**src/rtl/regfile_dump_reader.sv**
```systemverilog
// ---------------------------------------------------------------------------
// regfile_dump_reader
//
// Purpose:
//   Read-side sequencer for the processor register file. On start it walks
//   every register address, reads each word through the register file's
//   combinational read port and streams (address, data) pairs downstream over
//   a valid/ready handshake. This block only reads; it never writes.
//
// Configuration macro:
//   REGDUMP_SKIP_ZERO_EN - when defined, the walk begins at address 1 so the
//                          hard-wired $zero register is never read or emitted
//                          (NUM_REGS-1 words per dump). When undefined, the
//                          walk begins at address 0 (NUM_REGS words).
//
// Ports:
//   clk_i        clock, all state updates on the rising edge
//   rst_ni       synchronous active-low reset
//   start_i      begin a dump; only looked at while idle
//   rd_addr_o    address driven to the register file read port
//   rd_data_i    register file read data (combinational from rd_addr_o)
//   out_valid_o  out_addr_o/out_data_o hold a word for downstream
//   out_ready_i  downstream accepts the word when out_valid_o & out_ready_i
//   out_addr_o   address of the word on out_data_o
//   out_data_o   captured register value
//   busy_o       high while a dump is reading or sending
//   done_o       one-cycle pulse after the last word has been accepted
// ---------------------------------------------------------------------------
module regfile_dump_reader #(
    parameter int NUM_REGS = 32,
    parameter int ADDR_W   = 5,
    parameter int DATA_W   = 32
) (
    input  logic              clk_i,
    input  logic              rst_ni,
    input  logic              start_i,
    output logic [ADDR_W-1:0] rd_addr_o,
    input  logic [DATA_W-1:0] rd_data_i,
    output logic              out_valid_o,
    input  logic              out_ready_i,
    output logic [ADDR_W-1:0] out_addr_o,
    output logic [DATA_W-1:0] out_data_o,
    output logic              busy_o,
    output logic              done_o
);

    typedef enum logic [1:0] {
        IDLE,
        READ,
        SEND,
        FIN
    } state_e;

    // Terminal address is tied to the number of registers actually present,
    // so a register file smaller than 2**ADDR_W never wraps the counter.
    localparam logic [ADDR_W-1:0] LastAddr = ADDR_W'(NUM_REGS - 1);

`ifdef REGDUMP_SKIP_ZERO_EN
    localparam logic [ADDR_W-1:0] FirstAddr = ADDR_W'(1);
`else
    localparam logic [ADDR_W-1:0] FirstAddr = '0;
`endif

    state_e            state_q;
    logic [ADDR_W-1:0] addr_q;
    logic [ADDR_W-1:0] addr_d;
    logic [ADDR_W-1:0] outAddr_q;
    logic [DATA_W-1:0] outData_q;
    logic              outValid_q;
    logic              busy_q;
    logic              done_q;

    // Address of the next register to visit once the current word is taken.
    always_comb begin
        addr_d = addr_q + ADDR_W'(1);
    end

    // Dump sequencer. Every output is a flop so downstream sees glitch-free
    // handshake signals; busy/done are set on the transition into the state
    // they describe rather than decoded from state_q.
    always_ff @(posedge clk_i) begin
        if (!rst_ni) begin
            state_q    <= IDLE;
            addr_q     <= '0;
            outAddr_q  <= '0;
            outData_q  <= '0;
            outValid_q <= 1'b0;
            busy_q     <= 1'b0;
            done_q     <= 1'b0;
        end else begin
            done_q <= 1'b0;
            case (state_q)
                IDLE: begin
                    if (start_i) begin
                        addr_q  <= FirstAddr;
                        busy_q  <= 1'b1;
                        state_q <= READ;
                    end
                end
                READ: begin
                    // The read port is combinational, so the word for addr_q
                    // is already on rd_data_i at the end of this cycle.
                    outData_q  <= rd_data_i;
                    outAddr_q  <= addr_q;
                    outValid_q <= 1'b1;
                    state_q    <= SEND;
                end
                SEND: begin
                    // Holding registers stay untouched until the handshake,
                    // so a stalled word is never re-read.
                    if (out_ready_i) begin
                        outValid_q <= 1'b0;
                        if (addr_q == LastAddr) begin
                            busy_q  <= 1'b0;
                            done_q  <= 1'b1;
                            state_q <= FIN;
                        end else begin
                            addr_q  <= addr_d;
                            state_q <= READ;
                        end
                    end
                end
                FIN: begin
                    // Park the read address back at 0 for the idle period.
                    addr_q  <= '0;
                    state_q <= IDLE;
                end
                default: begin
                    state_q <= IDLE;
                end
            endcase
        end
    end

    assign rd_addr_o   = addr_q;
    assign out_valid_o = outValid_q;
    assign out_addr_o  = outAddr_q;
    assign out_data_o  = outData_q;
    assign busy_o      = busy_q;
    assign done_o      = done_q;

endmodule

```
**config.mk**
```make
export PLATFORM = sky130hd
export DESIGN_NAME = regfile_dump_reader
export DESIGN_NICKNAME = d
export VERILOG_FILES = /design/src/rtl/regfile_dump_reader.sv
export SDC_FILE = /design/constraint.sdc
export NUM_CORES = 1
export LEC_CHECK = 0
export BUFFER_PORTS_ARGS = -buffer_cell sky130_fd_sc_hd__buf_4
export CAP_MARGIN = 20
export CORE_MARGIN = 2
export CORE_UTILIZATION = 45
export CTS_BUF_LIST = sky130_fd_sc_hd__clkbuf_2 sky130_fd_sc_hd__clkbuf_4 sky130_fd_sc_hd__clkbuf_8
export CTS_CLUSTER_SIZE = 25
export DETAILED_ROUTE_END_ITERATION = 6
export PLACE_DENSITY = 0.87
export SYNTH_ARGS = -nofsm -noshare
export SYNTH_HDL_FRONTEND = slang
export SYNTH_SLANG_ARGS = --single-unit
```
**constraint.sdc**
```tcl
create_clock -name clk_i -period 1.6 [get_ports clk_i]
set_input_delay 0.08 -clock clk_i [delete_from_list [all_inputs] [get_ports clk_i]]
set_output_delay 0.08 -clock clk_i [all_outputs]
set_load 0.01 [all_outputs]
```
* Word level (Yosys, flattened, before mapping)
Index checks and enable logic that the tools add are counted. Widths: inputs -> output; s select.
Cells by class: add/subtract/negate cells 1, equal/unequal tests 8, multiplexer cells 15, reductions and logical operators 9
Operators by type and width (count):
- $mux 5 | 3
- $pmux 5 s3 | 1
- $ne 2x2->1 const B | 4
- $pmux 2 s4 | 1
- $reduce_and 4->1 | 2
- $mux 2 | 3
- $add 5x1->5 const B | 1
- $eq 5x5->1 const B | 1
- $mux 1 | 5
- $eq 2x2->1 const B | 2
- $pmux 1 s2 | 2
- $reduce_and 2->1 | 2
- $reduce_bool 2->1 | 2
- $reduce_and 3->1 | 1
- $reduce_bool 3->1 | 1
- $eq 2x1->1 const B | 1
- $logic_not 2->1 | 1
Storage, ports and cells: register bits 47, input port bits 36, output and inout bits 45, word-level logic and storage cells 40

* Longest topological paths before layout
depth in word-level cells 4, gate-level depth with buffers 7, mapped depth without buffers 7

* Worst setup path before layout
OpenSTA, ideal clock, no wires.
path kind register to register, start point register addr_q[0] (netlist: rd_addr_o[0]), end point register addr_q[0] (netlist: rd_addr_o[0]), setup time 0.065 ns, arrival time 1.579 ns, data required time 1.535 ns, slack -0.044 ns, stages on the path, launching flop included 8, path buffers 0, period minus slack after synthesis 1.644 ns, cells stage by stage dfxtp_1 ha_1 and3_1 ha_1 and3b_2 o21ai_4 mux2i_1 nor2b_1
On the way: word-level cells in the longest chain between the ends 4, elaborated cells on any way between the ends 7, those cells by class add/sub (1); eq/ne (2); mux (3); reduce/logical (1)
Ends and longest elaborated chain:
- from (decl) | RTL line 65 | logic [ADDR_W-1:0] addr_q;
- from (signal assigned) | RTL line 95 | addr_q <= FirstAddr;
- from (signal assigned) | RTL line 118 | addr_q <= addr_d;
- $add 5x1->5 | RTL line 75 | addr_d = addr_q + ADDR_W'(1);
- $mux 5 | RTL line 113 | if (addr_q == LastAddr) begin
- $mux 5 | RTL line 111 | if (out_ready_i) begin
- $pmux 5 s3 | RTL line 92 | case (state_q)
Several ways; a longest one is shown, not always the timed one. The select of a mux whose other input is x is not followed. A chain may end at the register's enable or synchronous reset.

* Worst setup path in the final report
Same ends and word-level chain as after synthesis.

==> out/qor.txt <==
clock tree from TritonCTS = done
status = finished, final reports clean
leading area contributor after synthesis = dfxtp_1
DR WL/cell = 13.1 µm
Inserted Clock Buffers = 5
total die area = 4920 µm²
CP delay by family, top = simple AND/OR/NAND/NOR gates
Vias = 1544
DRT iter0 DRCs = 72
CP startpoint kind = flip-flop
most frequent cells in the layout = buf_4 (89), dfxtp_1 (45), nor2b_1 (40)
Slew HR = 74.5%
Net Count, Synth = 224
initial antenna violation count = 0
via density per instance = 4.80
WP buf/inv = 0
# fillers = 372
fin util = 65.0%
Final TNS setup = 0 ns
vias in the first global route = 1582
DP Area = 2640 µm²
Clock Sinks = 47
Area contributors post-synth = dfxtp_1 (48%), mux2i_1 (19%), nor2b_1 (13%)
post-route insts no fill = 322
initial core utilization = 45.9%
layout net count = 311
ant diodes = 0
Static Leakage = 1.21 nW
hpwl dp = 3040 µm
final period utilization = 96.1%
RSZ-0062 raised after global routing = yes
Die Width = 70.2 µm
Hold WC Path Type = input port to flip-flop
Pre-antenna DRT Iters = 4
Seq cells post-synth = 47
endpoints failing setup = 0
DRC Markers = 0
Clock Tree Root = clkbuf_8
CP peak stage delay = 0.36 ns
final wirelength = 4210 µm
Clock transition at path regs = 0.08 ns
Worst Path Max Fanout = 5
Clock Skew = 0.00472 ns
clk_lat worst skew = 0.29 ns
Power Density = 1110 nW/µm²
Netlist cell types = 30
layout cells sized above 1 = 40.7%
die height = 70.2 µm
Arr. time, crit path = 1.77 ns
Fin. Hold Viols = 0
Inst Count DP = 312
top cell type's share of synthesized area = 47.7%
mapped cell area = 1970 µm²
global-route wire length before repair = 6820 µm
critical path endpoint category = flip-flop
register area share after synthesis = 47.7%
Area Growth Syn to Fin = 41.6%
core area = 4290 µm²
actual slew at the worst max-slew pin = 0.383 ns
Placer Congestion = 0.750
slowest CP cell = dfxtp_2
MaxCap Viol Count = 0
Rows = 24
FMAX = 0.650 GHz
most frequent CP cell = ha_4
critical path cell sequence = ha_4, and3_4, ha_4, and3b_2, o21ai_4, mux2i_1, nor2b_1
pin count of the biggest net entering global routing = 50
Avg Inst Size Synth = 10.8 µm²
Mapped Cells = 182
maximum buffer depth of the clock tree = 2
most common cell after layout, fill and taps aside = buf_4
Remaining Overflow, GRT = 0
antenna viol nets, final = 0
Pins Over Slew Limit = 0
synthesis warning total = 0
Worst EP required = 1.83 ns
I/O pin cnt = 81
htree depth = 2
Peak VDD IR = 0.565 mV
Final Critical Period = 1.54 ns
crit path kind = flip-flop to flip-flop
Finished Cell Area = 2790 µm²
GRT Overall Usage = 17.5%
IO Port Bufs = 80
## layer usage
metal  wire, µm  GRT usage (%)  vias to the layer above
li1           -              -                      784
met1       1690           18.6                      695
met2       2190           31.7                       59
met4         57           8.33                        0
met5          0              0                        -
met3        277           4.91                        6
## cell families (layout without fill, tap and decap cells)
family / Yosys count / in the layout / share of synthesized area [%]
buffers and inverters: 14 / 102 / 4.51
adders and majority gates: 6 / 6 / 3.81
and+or+nand+nor: 62 / 62 / 19.2
DFF: 47 / 47 / 47.7
AOI/OAI and AO/OA: 15 / 15 / 5.40
muxes: 38 / 38 / 19.3
## area by class of cell
class,instances,area (µm²),area share (%)
multi-input combinational,121,980,35.1
sequential,47,943,33.8
timing repair buffer,90,688,24.7
clock buffer,7,90.1,3.23
tap,52,65.1,2.33
inverter,4,15.0,0.538
clock inverter,1,8.76,0.314
## final timing paths
path / from / slack [ns] / cells after the start / to
max: rd_addr_o[0] / 0.06 / 7 / rd_addr_o[0]
min: rd_data_i[26] / 0.04 / 3 / out_data_o[26]
max reg2reg: rd_addr_o[0] / 0.06 / 7 / rd_addr_o[0]
min reg2reg: out_data_o[27] / 0.52 / 2 / out_data_o[27]
## flip-flops by register name (all words and copies together) (netlist names)
name / flops
out_valid_o: 1
rd_addr_o: 5
state_q: 2
done_o: 1
busy_o: 1
out_addr_o: 5
out_data_o: 32
## stage by stage
stage          hold slack, ns  setup slack, ns  total power, mW
2_1_floorplan           0.249          0.00165             2.02
3_3_place_gp            0.334         -0.00367             2.34
3_5_place_dp            0.343          -0.0455             2.37
4_1_cts                0.0262           0.0136             3.13
5_1_grt                0.0417          -0.0355             3.27
6_report               0.0362           0.0623             3.09
## cell usage after synthesis, drive strengths merged
cell type and n:
dfxtp 47, nor2b 41, mux2i 38, nand2 8, ha 6, a21oi 5, buf 5, clkbuf 4
inv 4, o21ai 4, a21boi 3, nand3 2, nand4 2, nor2 2, a21o 1, and2 1
and3 1, and3b 1, dlymetal6s2s 1, nand2b 1, nand4b 1, nor3 1, nor3b 1, o221a 1
o2bb2ai 1
## where the power goes
group | total, mW | leakage [nW] | internal, mW | switching [mW]
clock | 0.753 | 0.0519 | 0.371 | 0.382
combinational | 0.957 | 0.773 | 0.514 | 0.443
sequential | 1.38 | 0.384 | 1.31 | 0.0741
## worst min-delay path, stage by stage
cell	delay, ns
buf_4	0.07
mux2i_1	0.05
nor2b_1	0.09
## timing repair
item / CTS / global route
setup buffers: 0 / 2
setup endpoints to repair: 5 / 5
hold buffers: 0 / 0
pin swaps: 0 / 1
resized for setup: 3 / 4
(Power assumes the default switching activity.)
